File: config.mk
export PLATFORM = sky130hd
export DESIGN_NAME = vending_change_dispenser
export DESIGN_NICKNAME = d
export VERILOG_FILES = /design/src/rtl/vending_change_dispenser.sv
export SDC_FILE = /design/constraint.sdc
export NUM_CORES = 1
export LEC_CHECK = 0
export CAP_MARGIN = 20
export CORE_MARGIN = 8
export CORE_UTILIZATION = 58
export DETAILED_ROUTE_END_ITERATION = 8
export GPL_TIMING_DRIVEN = 0
export PLACE_DENSITY = 0.86
export RECOVER_POWER = 50
export REMOVE_ABC_BUFFERS = 1
export SKIP_CTS_REPAIR_TIMING = 1
export SYNTH_ARGS = -nofsm -noshare
export SYNTH_HDL_FRONTEND = slang
export SYNTH_SLANG_ARGS = --single-unit
File: constraint.sdc
create_clock -name clk -period 4.2 [get_ports clk]
set_input_delay 1.05 -clock clk [delete_from_list [all_inputs] [get_ports clk]]
set_output_delay 1.05 -clock clk [all_outputs]
set_load 0.1 [all_outputs]
File: src/rtl/vending_change_dispenser.sv
// Change dispenser: pays a nickel-unit amount out as dime/nickel eject
// requests (dimes first), tracks coin inventory and reports short/fault.
module vending_change_dispenser #(
  parameter int AMT_W       = 5,
  parameter int CNT_W       = 8,
  parameter int NICKEL_INIT = 20,
  parameter int DIME_INIT   = 10,
  parameter int ACK_TIMEOUT = 16
) (
  input  logic             clk,
  input  logic             rst,
  input  logic             req,
  input  logic [AMT_W-1:0] req_amount,
  input  logic             mech_ack,
  input  logic             refill_nickel,
  input  logic             refill_dime,
  output logic             busy,
  output logic             eject_nickel,
  output logic             eject_dime,
  output logic             done,
  output logic             short,
  output logic             fault,
  output logic [AMT_W-1:0] unpaid,
  output logic [CNT_W-1:0] nickel_count,
  output logic [CNT_W-1:0] dime_count,
  output logic [2:0]       currentState
);

  localparam int TMR_W = (ACK_TIMEOUT > 1) ? $clog2(ACK_TIMEOUT) : 1;
  localparam logic [TMR_W-1:0] TMR_LAST = TMR_W'(ACK_TIMEOUT - 1);

  typedef enum logic [2:0] {
    S_IDLE     = 3'd0,
    S_DECIDE   = 3'd1,
    S_EJECT    = 3'd2,
    S_WAIT_ACK = 3'd3,
    S_DONE     = 3'd4
  } state_e;

  state_e             state_q, state_d;
  logic [AMT_W-1:0]   rem_q, rem_d;
  logic [TMR_W-1:0]   timer_q, timer_d;
  logic               coin_q, coin_d;     // 1 = dime, 0 = nickel
  logic               short_q, short_d;
  logic               fault_q, fault_d;
  logic [AMT_W-1:0]   unpaid_q, unpaid_d;
  logic [CNT_W-1:0]   nickel_q, nickel_d;
  logic [CNT_W-1:0]   dime_q, dime_d;
  logic               nick_dec, dime_dec;

  // State, payout bookkeeping and inventory registers
  always_ff @(posedge clk or posedge rst) begin
    if (rst) begin
      state_q  <= S_IDLE;
      rem_q    <= '0;
      timer_q  <= '0;
      coin_q   <= 1'b0;
      short_q  <= 1'b0;
      fault_q  <= 1'b0;
      unpaid_q <= '0;
      nickel_q <= CNT_W'(NICKEL_INIT);
      dime_q   <= CNT_W'(DIME_INIT);
    end else begin
      state_q  <= state_d;
      rem_q    <= rem_d;
      timer_q  <= timer_d;
      coin_q   <= coin_d;
      short_q  <= short_d;
      fault_q  <= fault_d;
      unpaid_q <= unpaid_d;
      nickel_q <= nickel_d;
      dime_q   <= dime_d;
    end
  end

  // Next state: coin choice, ack wait with timeout, result capture on entry to DONE
  always_comb begin
    state_d  = state_q;
    rem_d    = rem_q;
    timer_d  = timer_q;
    coin_d   = coin_q;
    short_d  = short_q;
    fault_d  = fault_q;
    unpaid_d = unpaid_q;
    nick_dec = 1'b0;
    dime_dec = 1'b0;
    case (state_q)
      S_IDLE: begin
        if (req) begin
          rem_d    = req_amount;
          short_d  = 1'b0;
          fault_d  = 1'b0;
          unpaid_d = '0;
          state_d  = S_DECIDE;
        end
      end
      S_DECIDE: begin
        if (rem_q == '0) begin
          short_d  = 1'b0;
          fault_d  = 1'b0;
          unpaid_d = '0;
          state_d  = S_DONE;
        end else if (rem_q >= AMT_W'(2) && dime_q != '0) begin
          coin_d  = 1'b1;
          state_d = S_EJECT;
        end else if (nickel_q != '0) begin
          coin_d  = 1'b0;
          state_d = S_EJECT;
        end else begin
          // Nothing left that fits the balance: report what is still owed
          short_d  = 1'b1;
          fault_d  = 1'b0;
          unpaid_d = rem_q;
          state_d  = S_DONE;
        end
      end
      S_EJECT: begin
        timer_d = '0;
        state_d = S_WAIT_ACK;
      end
      S_WAIT_ACK: begin
        if (mech_ack) begin
          if (coin_q) begin
            dime_dec = 1'b1;
            rem_d    = rem_q - AMT_W'(2);
          end else begin
            nick_dec = 1'b1;
            rem_d    = rem_q - AMT_W'(1);
          end
          state_d = S_DECIDE;
        end else if (timer_q == TMR_LAST) begin
          // Coin never confirmed: it is not counted as paid
          short_d  = 1'b1;
          fault_d  = 1'b1;
          unpaid_d = rem_q;
          state_d  = S_DONE;
        end else begin
          timer_d = timer_q + TMR_W'(1);
        end
      end
      S_DONE:  state_d = S_IDLE;
      default: state_d = S_IDLE;
    endcase
  end

  // Inventory: saturating refill, acked decrement; both at once cancel out
  always_comb begin
    nickel_d = nickel_q;
    dime_d   = dime_q;
    if (refill_nickel && !nick_dec)
      nickel_d = (&nickel_q) ? nickel_q : nickel_q + CNT_W'(1);
    else if (nick_dec && !refill_nickel)
      nickel_d = nickel_q - CNT_W'(1);
    if (refill_dime && !dime_dec)
      dime_d = (&dime_q) ? dime_q : dime_q + CNT_W'(1);
    else if (dime_dec && !refill_dime)
      dime_d = dime_q - CNT_W'(1);
  end

  assign busy         = (state_q != S_IDLE);
  assign eject_dime   = (state_q == S_EJECT) &&  coin_q;
  assign eject_nickel = (state_q == S_EJECT) && !coin_q;
  assign done         = (state_q == S_DONE);
  assign short        = short_q;
  assign fault        = fault_q;
  assign unpaid       = unpaid_q;
  assign nickel_count = nickel_q;
  assign dime_count   = dime_q;
  assign currentState = state_q;

endmodule

# Word level (Yosys, flattened, before mapping)
# Index checks and enable logic that the tools add are counted.
[word_totals] ff_bits=36 in_bits=11 out_inout_bits=30 wordCells=111
[op_classes] n_addsub=7 n_bitwise=1 order_cmp=1 n_eq_ne=15 n_reduce_logical=32 mux=46
[ops] op="two-way mux 8 bit" count=6
[ops] op="two-way mux 5 bit" count=9
[ops] op="two-way mux 3 bit" count=6
[ops] op="two-way mux 1 bit" count=17
[ops] op="adder 8 x 1 -> 8 bit (second input constant)" count=2
[ops] op="AND reduction 8 bit" count=2
[ops] op="nonzero test 8 bit" count=2
[ops] op="subtractor 8 x 1 -> 8 bit (second input constant)" count=2
[ops] op="case mux 5 bit (3 select lines)" count=1
[ops] op="!= test 2 bit (second input constant)" count=7
[ops] op="case mux 3 bit (4 select lines)" count=1
[ops] op="case mux 5 bit (2 select lines)" count=1
[ops] op="nonzero test 2 bit" count=5
[ops] op="!= test 3 bit (second input constant)" count=3
[ops] op="AND reduction 3 bit" count=3
[ops] op="two-way mux 4 bit" count=2
[ops] op="case mux 4 bit (2 select lines)" count=1
[ops] op="logical AND 1 bit" count=7
[ops] op="== test 3 x 2 -> 1 bit (second input constant)" count=2
[ops] op="case mux 1 bit (3 select lines)" count=2
[ops] op="AND reduction 2 bit" count=3
[ops] op="AND reduction 6 bit" count=1
[ops] op="nonzero test 3 bit" count=2
[ops] op=">= comparator 5 x 2 -> 1 bit (second input constant)" count=1
[ops] op="10 further kinds" count=14

# Longest topological paths before layout
[depth] depth_word=7 depth_mapped=11 mapped_depth_nobuf=10

# Worst setup path after synthesis
# No wires, ideal clock.
[synth_path] path_type="register -> output" from="register state_q[2] (netlist: currentState[2])" to="output port done" required_time_ns=3.150 t_arrival_ns=3.481 stages_incl_launch_ff=3 n_path_buf=1 path_slack_ns=-0.331 cell_sequence="dfrtp_1 buf_2 nor3b_1"
[synth_between] elab_chain_len=1
[synth_lines] item="start: declaration" line_no="40" source="state_e state_q, state_d;"
[synth_lines] item="start signal: assignment" line_no="64" source="state_q <= state_d;"
[synth_lines] item="== test 3 bit" line_no="163" source="assign done = (state_q == S_DONE);"
[synth_lines] item="end: declaration" line_no="20" source="output logic done,"
# Every way passes these cells.

# Worst setup path in the final report
[layout_path] from="register state_q[1] (netlist: currentState[1])" to="output port eject_nickel"
[layout_between] elab_chain_len=2
[layout_lines] item="== test 3 x 2 -> 1 bit" line_no="162" source="assign eject_nickel = (state_q == S_EJECT) && !coin_q;"
[layout_lines] item="logical AND 1 bit" line_no="162"
[layout_lines] item="end: declaration" line_no="18" source="output logic eject_nickel,"
# Every way passes these cells.

==> results by group <==
Routing
  – Final WL: 5420 µm
  – Routed Antenna Nets: 0
  – Drt wl/cell: 15.6 µm
  – Total number of vias: between 2000 and 2500
  – Vias/cell: 6.03
  – Residual DRC: 0
  – Number of DRC markers in iteration 0: about 130
  – Drt first pass iters: 4

Setup path
  – Crit Path Class: flip-flop to primary output
  – Slowest-stage cell, CP: clkdlybuf4s50_1
  – Buf+Inv Stages, Crit Path: 2
  – Critical Path AT: ~2900 ps
  – Crit end category: primary output
  – Top delay family on crit path: buffers and inverters
  – Critical Path Max Stage Delay: roughly 1100 ps
  – CP required: 3150 ps
  – Crit-path cells: inv_1 > or3_1 > nor2_1 > clkdlybuf4s50_1
  – R2R setup slack: 1210 ps
  – CP startpoint kind: flip-flop
  – Worst-path fanout max: 12

Timing
  – Setup TNS: 0 ps
  – Worst slew pin tran: about 1200 ps
  – RSZ-0062 raised after global routing: false
  – Clock skew: 3.06 ps
  – Period utilisation layout: roughly 93%
  – F_max: 257 MHz
  – Final period demand of the worst path: approximately 3900 ps
  – Hold Fails Final Rpt: 0
  – Relative slew margins: between 15 and 20%
  – Fin. max-slew vios: 0
  – Setup Viol. Count Final: 0

Yosys
  – Cell with the most instances after synthesis: dfrtp_1
  – Post-Syn Area per Cell: roughly 9.9 µm²
  – Synth area leader: dfrtp_1
  – Async SR Flop Fraction: 100%
  – Synth cell types: 60
  – Post-synth top area share: between 30% and 40%
  – Register area share after synthesis: 35.9%
  – Top_reg_cell synth: dfrtp_1
  – Synth area leaders: dfrtp_1 (32%), ha_1 (8.9%), dfstp_2 (4.2%), a21oi_1 (3.8%), mux2_4 (3.6%)
  – Top cells by count, synth: dfrtp_1 (32), a21oi_1 (19), ha_1 (18)
  – Synth Cell Area: approximately 2500 µm²
  – YS warnings: 0
  – Yosys reg bits: 36
  – EDFF count, synth: 0
  – Syn Inst Count: ~260

Clock tree
  – CTS tree: done
  – Worst-Skew Late Latency: 290 ps
  – Root buf cell: clkbuf_8
  – Num CTS Buffers: 5
  – CTS H-Tree Depth: 2
  – CTS clock-pin slew for the worst setup and hold paths: 70 ps
  – Sink Count: 36
  – Clock buffer depth: 2

Die
  – Initial Utilization: 59.2%
  – Die width: 82.0 µm
  – Die area: 6720 µm²
  – Row Count: 24
  – IO Pins: 41
  – Die Y: just over 80 µm
  – Core area: 4260 µm²

Run
  – Max-Cap Viols: 0

Global routing
  – Largest net degree at the start of global routing: 24
  – Antenna violations before repair: 0
  – All-Layer GR Usage: ~17%
  – First-pass GRT wire length: 9340 µm
  – Vias in the first global route: 2008
  – GRT overflow: 0

Outcome
  – Status: complete, no violations

Placement
  – Post-DP HPWL: 4150 µm
  – GPL Wtd Cong: 0.843
  – Port bufs: 40

Finish
  – Synth-to-Final Area Change: 18.6%
  – Nets: 325
  – Share of cells above drive strength 1: 10.2%
  – Final Core Density: 70.2%
  – ANT cells: 0

Min path
  – Worst Hold Class: flip-flop to flip-flop
-- layer usage --
metal / track usage, % / wire length [µm] / up-vias
li1: - / - / 1017
met1: 22.9 / 2480 / 1012
met2: 28.1 / 2590 / 57
met3: 3.61 / 277 / 7
met4: 5.61 / 72 / 0
met5: 0 / 0 / -
-- final cells by class --
type | count | area (µm²)
fill | 340 | 1270
inverter | 13 | 48.8
timing repair buffer | 41 | 404
sequential | 36 | 906
tap | 52 | 65.1
clock inverter | 2 | 10.0
clock buffer | 6 | 82.6
multi-input combinational | 197 | 1480
-- final timing paths --
kind,start,endpoint,cells after the start
max,currentState[1],eject_nickel,4
min reg2reg,unpaid[3],unpaid[3],1
min,unpaid[3],unpaid[3],1
min in group asynchronous,rst,nickel_count[5],2
max reg2reg,currentState[0],dime_count[6],9
max in group asynchronous,rst,rem_q[2],3
-- worst register-to-register path, stage by stage, from the launching register on --
cell	delay (ps)
dfrtp_1	600
and3b_1	480
nand3_4	120
nand2_1	270
ha_1	340
a21o_1	210
a311o_1	360
a21oi_1	180
xnor2_1	80
mux2_4	250
-- stage by stage --
stage               hold WS [ps]  area, µm²  std cells  worst slack (ps)
finish                       487       2990        347               304
global route                 509       2990        347               189
CTS                          492       3040        347               295
detailed placement           476       2950        339               423
global placement             470       2920        338               471
floorplan                    492       2450        246              -220
-- cell usage in the layout (no fill, tap or decap), drive strengths merged, types with 3 or more instances in the layout --
cell type / count
nor2: 17
o31ai: 5
xnor2: 9
mux2i: 6
dfstp: 4
xor2: 5
nand2: 16
a21o: 3
or3: 5
inv: 13
clkdlybuf4s50: 38
nand4: 9
ha: 18
nand2b: 3
clkbuf: 7
nor2b: 3
mux2: 8
nand3: 6
dfrtp: 32
a21bo: 4
nor3: 5
a21oi: 21
a22o: 5
o21ai: 13
nor4: 4
-- state kept, by name (all words and copies together) (netlist names) --
signal and cells:
fault 1, short 1, currentState 3, dime_count 8
coin_q 1, timer_q 4, rem_q 5, unpaid 5
nickel_count 8
-- kinds of logic after synthesis --
group	after synthesis	synth area share, %
XOR/XNOR	14	4.86
flip-flops	36	35.9
multiplexers	14	6.84
adder cells (fa/ha/maj)	20	10.5
buffers and inverters	22	4.81
AO/OA/AOI/OAI	69	18.7
AND/OR/NAND/NOR	80	18.4
Power is not shown: default switching activity piles up to over one toggle a cycle in this logic, so the estimate is an artifact.
